`config.mk`:
```
export PLATFORM = sky130hd
export DESIGN_NAME = nand_logic_selftest
export DESIGN_NICKNAME = d
export VERILOG_FILES = /design/src/rtl/nand_logic_selftest.sv
export SDC_FILE = /design/constraint.sdc
export NUM_CORES = 1
export LEC_CHECK = 0
export CORE_UTILIZATION = 26
export CTS_CLUSTER_DIAMETER = 80
export DETAILED_ROUTE_END_ITERATION = 8
export GPL_TIMING_DRIVEN = 0
export PLACE_DENSITY = 0.47
export SYNTH_ARGS = -nofsm -noshare
export SYNTH_HDL_FRONTEND = slang
export SYNTH_SLANG_ARGS = --single-unit
export TNS_END_PERCENT = 30
```
`constraint.sdc`:
```
create_clock -name clk -period 2.14 [get_ports clk]
set_input_delay 0.321 -clock clk [delete_from_list [all_inputs] [get_ports clk]]
set_output_delay 0.321 -clock clk [all_outputs]
set_load 0.01 [all_outputs]
```
`src/rtl/nand_logic_selftest.sv`:
```
`default_nettype none
// ============================================================================
// Module      : nand_logic_selftest
// Description : WIDTH-bit bitwise logic unit (OR/AND/NOR/XOR) built only from
//               2-input NAND primitives, checked on-chip against a behavioural
//               control path. A start pulse launches an exhaustive sweep of all
//               2^(2*WIDTH) operand pairs through a 2-stage pipeline. Mismatches
//               are counted (saturating), the first failing operands are kept,
//               and pass/fail is reported.
// Ports       : clk        - rising-edge clock
//               rst_n      - asynchronous active-low reset
//               start      - begin sweep (honoured in IDLE or DONE only)
//               mode       - 00=OR 01=AND 10=NOR 11=XOR, latched on start
//               fault_inj  - live inversion of NAND-path bit 0 (self-test)
//               busy       - sweep in progress (RUN or FLUSH)
//               done       - sweep finished, held until the next start
//               pass       - done with zero mismatches
//               vec_a/b    - operands currently applied (stage 1)
//               s_nand     - registered NAND-path result (stage 2)
//               s_ctrl     - registered control-path result (stage 2)
//               err_count  - saturating count of mismatching vectors
//               fail_a/b   - operands of the first mismatch
// Revision    : 1.0 - initial release
// ============================================================================
module nand_logic_selftest #(
    parameter int WIDTH = 4,
    parameter int CNT_W = 16
) (
    input  logic             clk,
    input  logic             rst_n,
    input  logic             start,
    input  logic [1:0]       mode,
    input  logic             fault_inj,
    output logic             busy,
    output logic             done,
    output logic             pass,
    output logic [WIDTH-1:0] vec_a,
    output logic [WIDTH-1:0] vec_b,
    output logic [WIDTH-1:0] s_nand,
    output logic [WIDTH-1:0] s_ctrl,
    output logic [CNT_W-1:0] err_count,
    output logic [WIDTH-1:0] fail_a,
    output logic [WIDTH-1:0] fail_b
);

    localparam int               VW      = 2 * WIDTH;
    localparam logic [CNT_W-1:0] CNT_MAX = '1;

    typedef enum logic [1:0] {
        IDLE  = 2'd0,
        RUN   = 2'd1,
        FLUSH = 2'd2,
        DONE  = 2'd3
    } state_t;

    state_t state, state_nxt;

    logic [VW-1:0]    vec;          // {vec_a, vec_b} sweep counter (stage 1)
    logic             v1, v2;       // stage valid flags
    logic [1:0]       mode_q;
    logic             mis2;         // stage-2 mismatch
    logic [WIDTH-1:0] a2, b2;       // stage-2 operands for first-fail capture
    logic             launch;

    logic [WIDTH-1:0] or_v, and_v, nor_v, xor_v;
    logic [WIDTH-1:0] nand_res, nand_fin, ctrl_res;

    assign vec_a = vec[VW-1:WIDTH];
    assign vec_b = vec[WIDTH-1:0];

    // ------------------------------------------------------------------------
    // NAND-only per-bit logic
    // ------------------------------------------------------------------------
    for (genvar i = 0; i < WIDTH; i++) begin : g_bit
        logic n_a, n_b, n_ab, x_t1, x_t2;
        assign n_a      = ~(vec_a[i] & vec_a[i]);    // NOT a
        assign n_b      = ~(vec_b[i] & vec_b[i]);    // NOT b
        assign n_ab     = ~(vec_a[i] & vec_b[i]);
        assign or_v[i]  = ~(n_a & n_b);
        assign and_v[i] = ~(n_ab & n_ab);
        assign nor_v[i] = ~(or_v[i] & or_v[i]);
        // Classic 4-NAND XOR sharing the NAND(a,b) term
        assign x_t1     = ~(vec_a[i] & n_ab);
        assign x_t2     = ~(vec_b[i] & n_ab);
        assign xor_v[i] = ~(x_t1 & x_t2);
    end

    always_comb begin
        nand_res = or_v;
        case (mode_q)
            2'b00:   nand_res = or_v;
            2'b01:   nand_res = and_v;
            2'b10:   nand_res = nor_v;
            default: nand_res = xor_v;
        endcase
        nand_fin    = nand_res;
        nand_fin[0] = nand_res[0] ^ fault_inj;
    end

    // Behavioural reference path
    always_comb begin
        ctrl_res = vec_a | vec_b;
        case (mode_q)
            2'b00:   ctrl_res = vec_a | vec_b;
            2'b01:   ctrl_res = vec_a & vec_b;
            2'b10:   ctrl_res = ~(vec_a | vec_b);
            default: ctrl_res = vec_a ^ vec_b;
        endcase
    end

    // ------------------------------------------------------------------------
    // Sequencer
    // ------------------------------------------------------------------------
    assign launch = ((state == IDLE) || (state == DONE)) && start;

    always_ff @(posedge clk or negedge rst_n) begin
        if (!rst_n) state <= IDLE;
        else        state <= state_nxt;
    end

    always_comb begin
        state_nxt = state;
        case (state)
            IDLE:    if (start) state_nxt = RUN;
            RUN:     if (&vec)  state_nxt = FLUSH;
            FLUSH:   state_nxt = DONE;
            DONE:    if (start) state_nxt = RUN;
            default: state_nxt = IDLE;
        endcase
    end

    assign busy = (state == RUN) || (state == FLUSH);
    assign done = (state == DONE);
    assign pass = done && (err_count == '0);

    // ------------------------------------------------------------------------
    // Datapath: vector counter, stage-2 register, error accounting
    // ------------------------------------------------------------------------
    always_ff @(posedge clk or negedge rst_n) begin
        if (!rst_n) begin
            vec       <= '0;
            v1        <= 1'b0;
            v2        <= 1'b0;
            mode_q    <= 2'b00;
            s_nand    <= '0;
            s_ctrl    <= '0;
            mis2      <= 1'b0;
            a2        <= '0;
            b2        <= '0;
            err_count <= '0;
            fail_a    <= '0;
            fail_b    <= '0;
        end else begin
            // Stage 1
            if (launch) begin
                mode_q <= mode;
                vec    <= '0;
                v1     <= 1'b1;
            end else if (state == RUN) begin
                if (&vec) v1  <= 1'b0;            // last vector: hold and drain
                else      vec <= vec + 1'b1;
            end

            // Stage 2 only captures valid vectors so results hold in DONE
            v2 <= v1;
            if (v1) begin
                s_nand <= nand_fin;
                s_ctrl <= ctrl_res;
                mis2   <= (nand_fin != ctrl_res);
                a2     <= vec_a;
                b2     <= vec_b;
            end

            // Error accounting
            if (launch) begin
                err_count <= '0;
                fail_a    <= '0;
                fail_b    <= '0;
            end else if (v2 && mis2) begin
                if (err_count == '0) begin
                    fail_a <= a2;
                    fail_b <= b2;
                end
                if (err_count != CNT_MAX) err_count <= err_count + 1'b1;
            end
        end
    end

endmodule
`default_nettype wire

```
==> run summary, run 1 <==
The post-synthesis sequential element count is 52, and the number of diodes is 0. For the worst hold slack across all endpoints, the log shows 379 ps. In the post-synthesis netlist, the biggest area contributors are dfrtp_1 46%, ha_1 6.2%, mux2_2 4.7%.

The run gives 2.26 mW as the cell-internal power. Synthesis produced a netlist whose cell count is 288. Clock-pin slew was measured on the worst setup and hold paths at 100 ps. Yosys mapped a number of flops with a built-in enable equal to 0. The worst-case headroom to the max-slew limit is 54.0%. TritonCTS built the clock tree. The worst setup path is launched from a flip-flop. Averaged over all synthesized cells, the footprint is 9.89 sq um.

Of all flip-flops after synthesis, the portion carrying an async set or reset was 100%. Across the VDD grid, the largest voltage drop is 0.000425 V. For the finished layout, the period the worst path requires is 2060 ps. The worst setup path is captured at a flip-flop.

In the global route stage, overall resource usage came out at 14.5%. The tools report the number of detailed-routing iterations run before antenna repair as 4. When the netlist entered floorplanning its net count stood at 308. Dividing the final minimum period by the clock period gives 96.2%. The floorplan step defined a core boundary enclosing 10500 sq um.

The run gives 27.2% as the initial standard-cell utilization of the core. The flow ran to the end, and the final reports show no timing, DRC or antenna violations. The run gives 0 as the remaining global-route overflow. The number of pins with negative max-slew slack in the final report was 0. Routability-driven placement finished with a final weighted congestion of 0.801.

The detailed-route wire length per cell is 16.0 microns, and the number of standard-cell rows in the floorplan is 37. Entering global routing, the biggest net connects 36 pins. The post-synthesis cell area came out at 2850 sq um. Walking the worst path, the cells encountered are ha_4, and2_1, clkbuf_1, clkbuf_1, nand2_1, nand2_1. The tightest min-delay check is of the reg -> reg type. The signed area change from the synthesized netlist to the final layout is 29.9%, and the relative contribution of the clock network to total power is 16.2%. Setup repair after global routing could not meet its margin everywhere. The run gives 0 as the total DRC errors in the routed layout. The biggest area contributor in the post-synthesis netlist is dfrtp_1.

The slowest stage of the critical path belongs to the cell clkbuf_1. The number of hold-slack violations in the final timing report was 0; the chip height was 107 microns. The tools report the clock latency on the worst-skew pair as 300 ps.

Power spread over the standard cell area amounts to 997 nW/um^2. Data arrives at the worst endpoint at 2300 ps. The top-level port count was 49.

In this design, the stage delay of the slowest critical-path cell is 580 ps. The quantity of I/O buffers inserted on ports came out at 48. The worst-margin pin slew is 689 ps, and the design area is 3700 sq um.

For the worst setup path, the data required time is 2380 ps. After synthesis, flip-flops and latches occupy 45.7% of the total area. Setup violations remaining at the end of the flow were counted as 0. The critical path in this run is classified as reg -> reg. The horizontal die dimension is 107 microns. The run gives 0 as the total number of yosys warnings.

The tools report the top achievable clock speed as 0.486 GHz. The first global-routing pass estimated 13000 microns of wire. The half-perimeter wire length of the detailed placement result was 5480 microns.

The multi-input combinational cells in the finished layout cover a total of 1470 sq um. For the number of distinct library cells after synthesis, the log shows 47. The reported leakage power is 1.54 nW, and the fraction of layout instances using a drive strength above 1 is 14.0%. The run gives 1086 as the fill cell instance count of the final layout.

The proportion of netlist area held by the largest area contributor was 45.7%. The maximum level of the CTS H-tree is 2. The overall via count from detail_route was 2424. For the worst clock skew, the log shows 7.20 ps.

The number of routed nets with antenna violations is 0, and the net count of the finished layout is 369. The first routing iteration left 81 violations. Library cell used as clock root buffer: clkbuf_8.

The clock passes through at most 2 buffers. The area of the die is 11400 sq um, and the switching component of the power is 1.43 mW. Max-cap violations in this run came to 0. Placed cell area: 3510 sq um.

The total area of sequential cells was 1300 sq um. The logs give 5 for the TritonCTS buffer count and 0 for the initial antenna violation count. The number of clock sinks was 52; the wire length after detailed routing was 7760 microns. Of all nets on the critical path, the largest fanout is 10.

Combinational cells account for 47.1% of the total power. Using the TritonRoute via totals, the vias-per-cell ratio works out to 4.99. The run gives 2409 as the via count of the first global-routing pass. The relative contribution of sequential cells to total power was 36.7%. The switching fraction of total power came out at 38.7%.

In the synthesized netlist the dominant register cell turns out to be dfrtp_1.
[cell families (layout without fill, tap and decap cells)]
group / Yosys count / count (layout) / share of synthesized area (%)
DFF: 52 / 52 / 45.7
adders and majority gates: 14 / 14 / 6.15
xor gates and xnor gates: 4 / 4 / 1.23
muxes: 21 / 21 / 7.91
and+or+nand+nor: 97 / 97 / 18.7
AOI/OAI and AO/OA: 68 / 68 / 15.6
buffers and inverters: 32 / 94 / 4.70
[routing by layer]
layer,share of wire [%],up-vias,GRT usage [%]
met5,0,-,0
met4,1.0,0,3.03
met3,4.1,6,2.37
met2,46,62,23.3
met1,49,1191,20.6
li1,-,1165,-
[through the flow]
step	instances	power, mW	util (%)	TNS, ps	setup slack [ps]
2_1_floorplan	288	2.27	-	0	75.8
3_3_place_gp	472	2.98	33.4	-53480	-965
3_5_place_dp	473	3.00	33.6	-2800	-500
4_1_cts	485	3.71	35.1	-26.0	-26.0
5_1_grt	486	3.99	35.4	-35.1	-17.3
6_report	486	3.69	35.4	0	81.6
[final cells by class]
| cell class | count | area share (%) |
|---|---|---|
| Multi-Input combinational cell | 204 | 39.7 |
| Tap cell | 136 | 4.60 |
| Clock buffer | 8 | 2.44 |
| Inverter | 18 | 1.83 |
| Timing Repair Buffer | 54 | 14.3 |
| Buffer | 14 | 1.83 |
| Sequential cell | 52 | 35.3 |
[critical path, delay by kind of cell, from the launching register on]
family                   cells  cell delay, ps
adder cells (fa/ha/maj)      1             310
AND/OR/NAND/NOR              3             300
flip-flops                   1             460
buffers and inverters        2             920
[state kept, by name, indices dropped and copies added, names as in the netlist]
register and cells:
err_count 16, vec 8, a2 4, b2 4, fail_a 4, fail_b 4
s_nand 4, mode_q 2, state 2, mis2 1, s_ctrl 1, v1 1
v2 1
[power by group through the flow]
stage	sequential, mW	combinational [mW]	clock, mW
after detailed placement	1.38	1.63	0
after global routing	1.39	1.94	0.661
after global placement	1.37	1.61	0
after floorplan	1.38	0.897	0
after CTS	1.36	1.73	0.622
final	1.35	1.74	0.596
[final timing paths]
path,start,endpoint,slack [ps],depth (start not counted)
min,v1$_DFFE_PN0P_,v2$_DFF_PN0_,380,0
min reg2reg,v1$_DFFE_PN0P_,v2$_DFF_PN0_,380,0
max,state[0]$_DFFE_PN0P_,mode_q[1]$_DFFE_PN0P_,80,6
max reg2reg,state[0]$_DFFE_PN0P_,mode_q[1]$_DFFE_PN0P_,80,6
min in group asynchronous,rst_n,err_count[8]$_DFFE_PN0P_,480,2
max in group asynchronous,rst_n,state[0]$_DFFE_PN0P_,1110,3
[layout by cell type, fill, tap and decap left out, types with 2 or more instances in the layout]
cell / instances
o2111ai_1: 2
clkbuf_2: 2
nor2_2: 2
or3_1: 3
dfrtp_1: 50
and2_1: 4
a21oi_1: 21
o21ai_0: 14
clkbuf_1: 9
xnor2_1: 4
a21o_1: 3
inv_1: 18
a31oi_1: 5
mux2_2: 12
nand4_1: 3
nand2b_1: 5
a41oi_1: 4
a211oi_1: 9
buf_2: 3
clkbuf_8: 6
nor2b_1: 3
o211ai_1: 3
nor2_1: 15
nor3_1: 10
buf_4: 7
nand3_1: 11
dfrtp_2: 2
and3_1: 2
mux2i_1: 9
clkdlybuf4s50_1: 46
ha_1: 13
nor4_1: 4
nand2_1: 22
[cells in the mapped netlist (2+ instances only)]
cell type	count
dfrtp_1	52
nand2_1	22
a21oi_1	21
inv_1	18
nor2_1	16
ha_1	14
o21ai_0	14
mux2_2	12
nand3_1	11
nor3_1	11
a211oi_1	9
mux2i_1	9
clkbuf_1	8
a31oi_1	5
nand2b_1	5
nor4_1	5
a41oi_1	4
and2_1	4
xnor2_1	4
a21o_1	3
buf_4	3
nand4_1	3
nor2b_1	3
nor4b_1	3
o211ai_1	3
or3_1	3
and3_1	2
o2111ai_1	2
[what timing repair did]
item	4_1_cts	5_1_grt
buffers inserted	3	1
pin swaps	2	2
hold buffers	1	0
cloned	0	0
endpoints found under the hold margin	17	0
endpoints found under the setup margin	11	17
gates resized for setup	7	10
Power figures use the tool's default switching activity.
==> run 2: changes to the inputs <==
Settings changed: CELL_PAD_IN_SITES_DETAIL_PLACEMENT from default to 1, CELL_PAD_IN_SITES_GLOBAL_PLACEMENT from default to 1, PLACE_DENSITY 0.47 to 0.57.
==> run summary, run 2 (synthesized netlist as in run 1, its figures left out) <==
Wire length after detailed routing: 8430 microns. The worst hold path belongs to the class in -> async. The number of flip-flops under the largest register name was 16.

The tree built by TritonCTS fans out to 52 sinks. The flow ran to the end, and the final reports show no timing, DRC or antenna violations. For the number of hold-slack violations in the final timing report, the log shows 0. Critical path start-end classification: reg -> out. In the layout the commonest cells are 50 x dfrtp_1, 46 x clkdlybuf4s50_1, 22 x nand2_1.

The half-perimeter wire length of the detailed placement result is 6060 microns. The number of pins with negative max-slew slack in the final report was 0; the net count of the finished layout was 377. The via count of the first global-routing pass was 2578. The detail-routed via count per cell is 5.07. The worst path in the final design needs a cycle of 2030 ps, including I/O delays and setup.

The non-filler instance count after layout is 494. The largest registers in the layout are err_count: 16 flops, vec: 8 flops. For the final database, setup skew stands at 13.6 ps. The count of maximum capacitance violations came out at 0.

Leaving out fill and tap cells, the most frequent cell in the layout is dfrtp_1. The logs give 0 for the initial antenna violation count and 14000 microns for the global-route wire length before repair. Final core area utilization: 36.2%. Traced cell by cell, the critical path runs through inv_1, ha_1, nor4b_4, nand4_1, nor2_2, clkbuf_2.

Along the worst path, the maximum fanout reaches 5. The number of antenna diodes in the final layout is 0. TritonCTS built the clock tree.

The number of placed cells counting well taps is 473, and the signed area change from the synthesized netlist to the final layout is 33.0%. The worst hold slack across all endpoints was 10.3 ps. STA classifies the critical path endpoint as a primary output. The run gives 28 as the pin count of the biggest net entering global routing. For the worst-case headroom to the max-slew limit, the log shows 58.0%. The fraction of layout instances using a drive strength above 1 came out at 17.3%. The largest vdd supply drop is 0.000455 V. Clock tree synthesis inserted a total of 5 buffers. The region available for standard cell placement spans 10500 sq um. For the iteration-0 DRC count of the detailed router, the log shows 44. The worst setup path is launched from a flip-flop. At the worst endpoint, the arrival time is 1710 ps. The overall via count from detail_route was 2503; the placer's final routability congestion estimate was 0.766. The power per cell area was 1030 nW/um^2; the top-level port count was 49. The initialized floorplan defines 37 standard-cell rows. Dividing the detail-routed wire length by the instance count gives 17.1 microns. The worst-margin pin slew came out at 630 ps.

For this run, the top clock speed supported by timing is 0.493 GHz. Setup violations remaining at the end of the flow were counted as 0. In the routed design, unresolved DRC markers number 0. The final clock period utilization by the worst path was 94.9%; the clock latency on the worst-skew pair was 310 ps. The chip height works out to 107 microns.

The reported leakage power came out at 1.59 nW. The initial utilization of the core area, before any placement, comes to 27.2%. Worst slack after detailed placement: -549 ps. Buffers placed on the I/O ports in this run total 48. CTS placed an instance of clkbuf_8 at the clock tree root.

For the maximum buffer depth of the clock tree, the log shows 2. The tools report the number of routed nets with antenna violations as 0. Aggregate global-route resource usage: 15.8%. The floorplan step set the die width to 107 microns.

The maximum level of the CTS H-tree was 2. The required time at the endpoint of the critical path was 1820 ps. Register containing the most flip-flops in the final layout: err_count. The final worst slack was 110 ps; the sum of negative setup slack was 0 ps.

The number of buffers added to fix hold violations after cts came out at 0. The number of detailed-routing iterations run before antenna repair is 4, and the fill cell instance count of the final layout is 1230. Counting cells, the worst reg-to-reg path comes to 7. For this run, the slowest stage of the critical path takes 460 ps. For the remaining global-route overflow, the log shows 0. For the area of the die, the log shows 11400 sq um.

After clock tree synthesis, the clock-pin slew on the worst setup and hold paths is 100 ps. The slowest stage of the critical path belongs to the cell dfrtp_2. Setup repair after global routing could not meet its margin everywhere.
==> run 2: per-stage QoR <==
stage	total power, mW	area, sq um
2_1_floorplan	2.27	2850
3_3_place_gp	2.99	3500
3_5_place_dp	3.04	3510
4_1_cts	3.89	3730
5_1_grt	4.18	3790
6_report	3.89	3790
==> run 2: metal layers <==
metal | track usage [%] | share of wire (%) | wire length, microns
met2 | 26.2 | 47 | 3940
met5 | 0 | 0 | 0
met1 | 21.4 | 48 | 4080
met4 | 3.82 | 1.4 | 116
met3 | 2.74 | 3.4 | 286
==> run 2: cell type report <==
| cell class | count | area [sq um] | share of cell area (%) |
|---|---|---|---|
| Sequential cell | 52 | 1300 | 34.4 |
| Buffer | 14 | 68.8 | 1.82 |
| Inverter | 18 | 67.6 | 1.78 |
| Clock inverter | 2 | 35.0 | 0.925 |
| Timing Repair Buffer | 62 | 588 | 15.5 |
| Clock buffer | 6 | 72.6 | 1.92 |
| Tap cell | 136 | 170 | 4.49 |
| Multi-Input combinational cell | 204 | 1480 | 39.1 |
==> run 2: path summary, 6_finish.rpt <==
path	start	to	slack (ps)
setup / recovery	err_count[0]$_DFFE_PN0P_	pass	110
hold / removal	rst_n	err_count[8]$_DFFE_PN0P_	10
setup reg to reg	state[1]$_DFFE_PN0P_	err_count[7]$_DFFE_PN0P_	120
hold reg to reg	v1$_DFFE_PN0P_	v2$_DFF_PN0_	390
max in group asynchronous	rst_n	err_count[0]$_DFFE_PN0P_	1560
min in group clk	v1$_DFFE_PN0P_	v2$_DFF_PN0_	390
==> run 2: repair_timing <==
action | in CTS | in global routing
cloned | 0 | 0
pin swaps | 4 | 1
setup buffers | 9 | 4
setup endpoints to repair | 19 | 28
gates resized for setup | 9 | 11
endpoints found under the hold margin | 0 | 0
==> run 2: critical path, delay by kind of cell (launching register included) <==
family                   cells  cell delay [ps]
AND/OR/NAND/NOR              3              580
flip-flops                   1              460
adder cells (fa/ha/maj)      1              140
buffers and inverters        2              220
==> run 2: report_power, final <==
| group | internal (mW) | leakage [nW] | switching, mW |
|---|---|---|---|
| Clock | 0.348 | 0.0552 | 0.347 |
| Combinational | 0.886 | 0.853 | 0.955 |
| Sequential | 1.17 | 0.685 | 0.189 |
| Total | 2.40 | 1.59 | 1.49 |
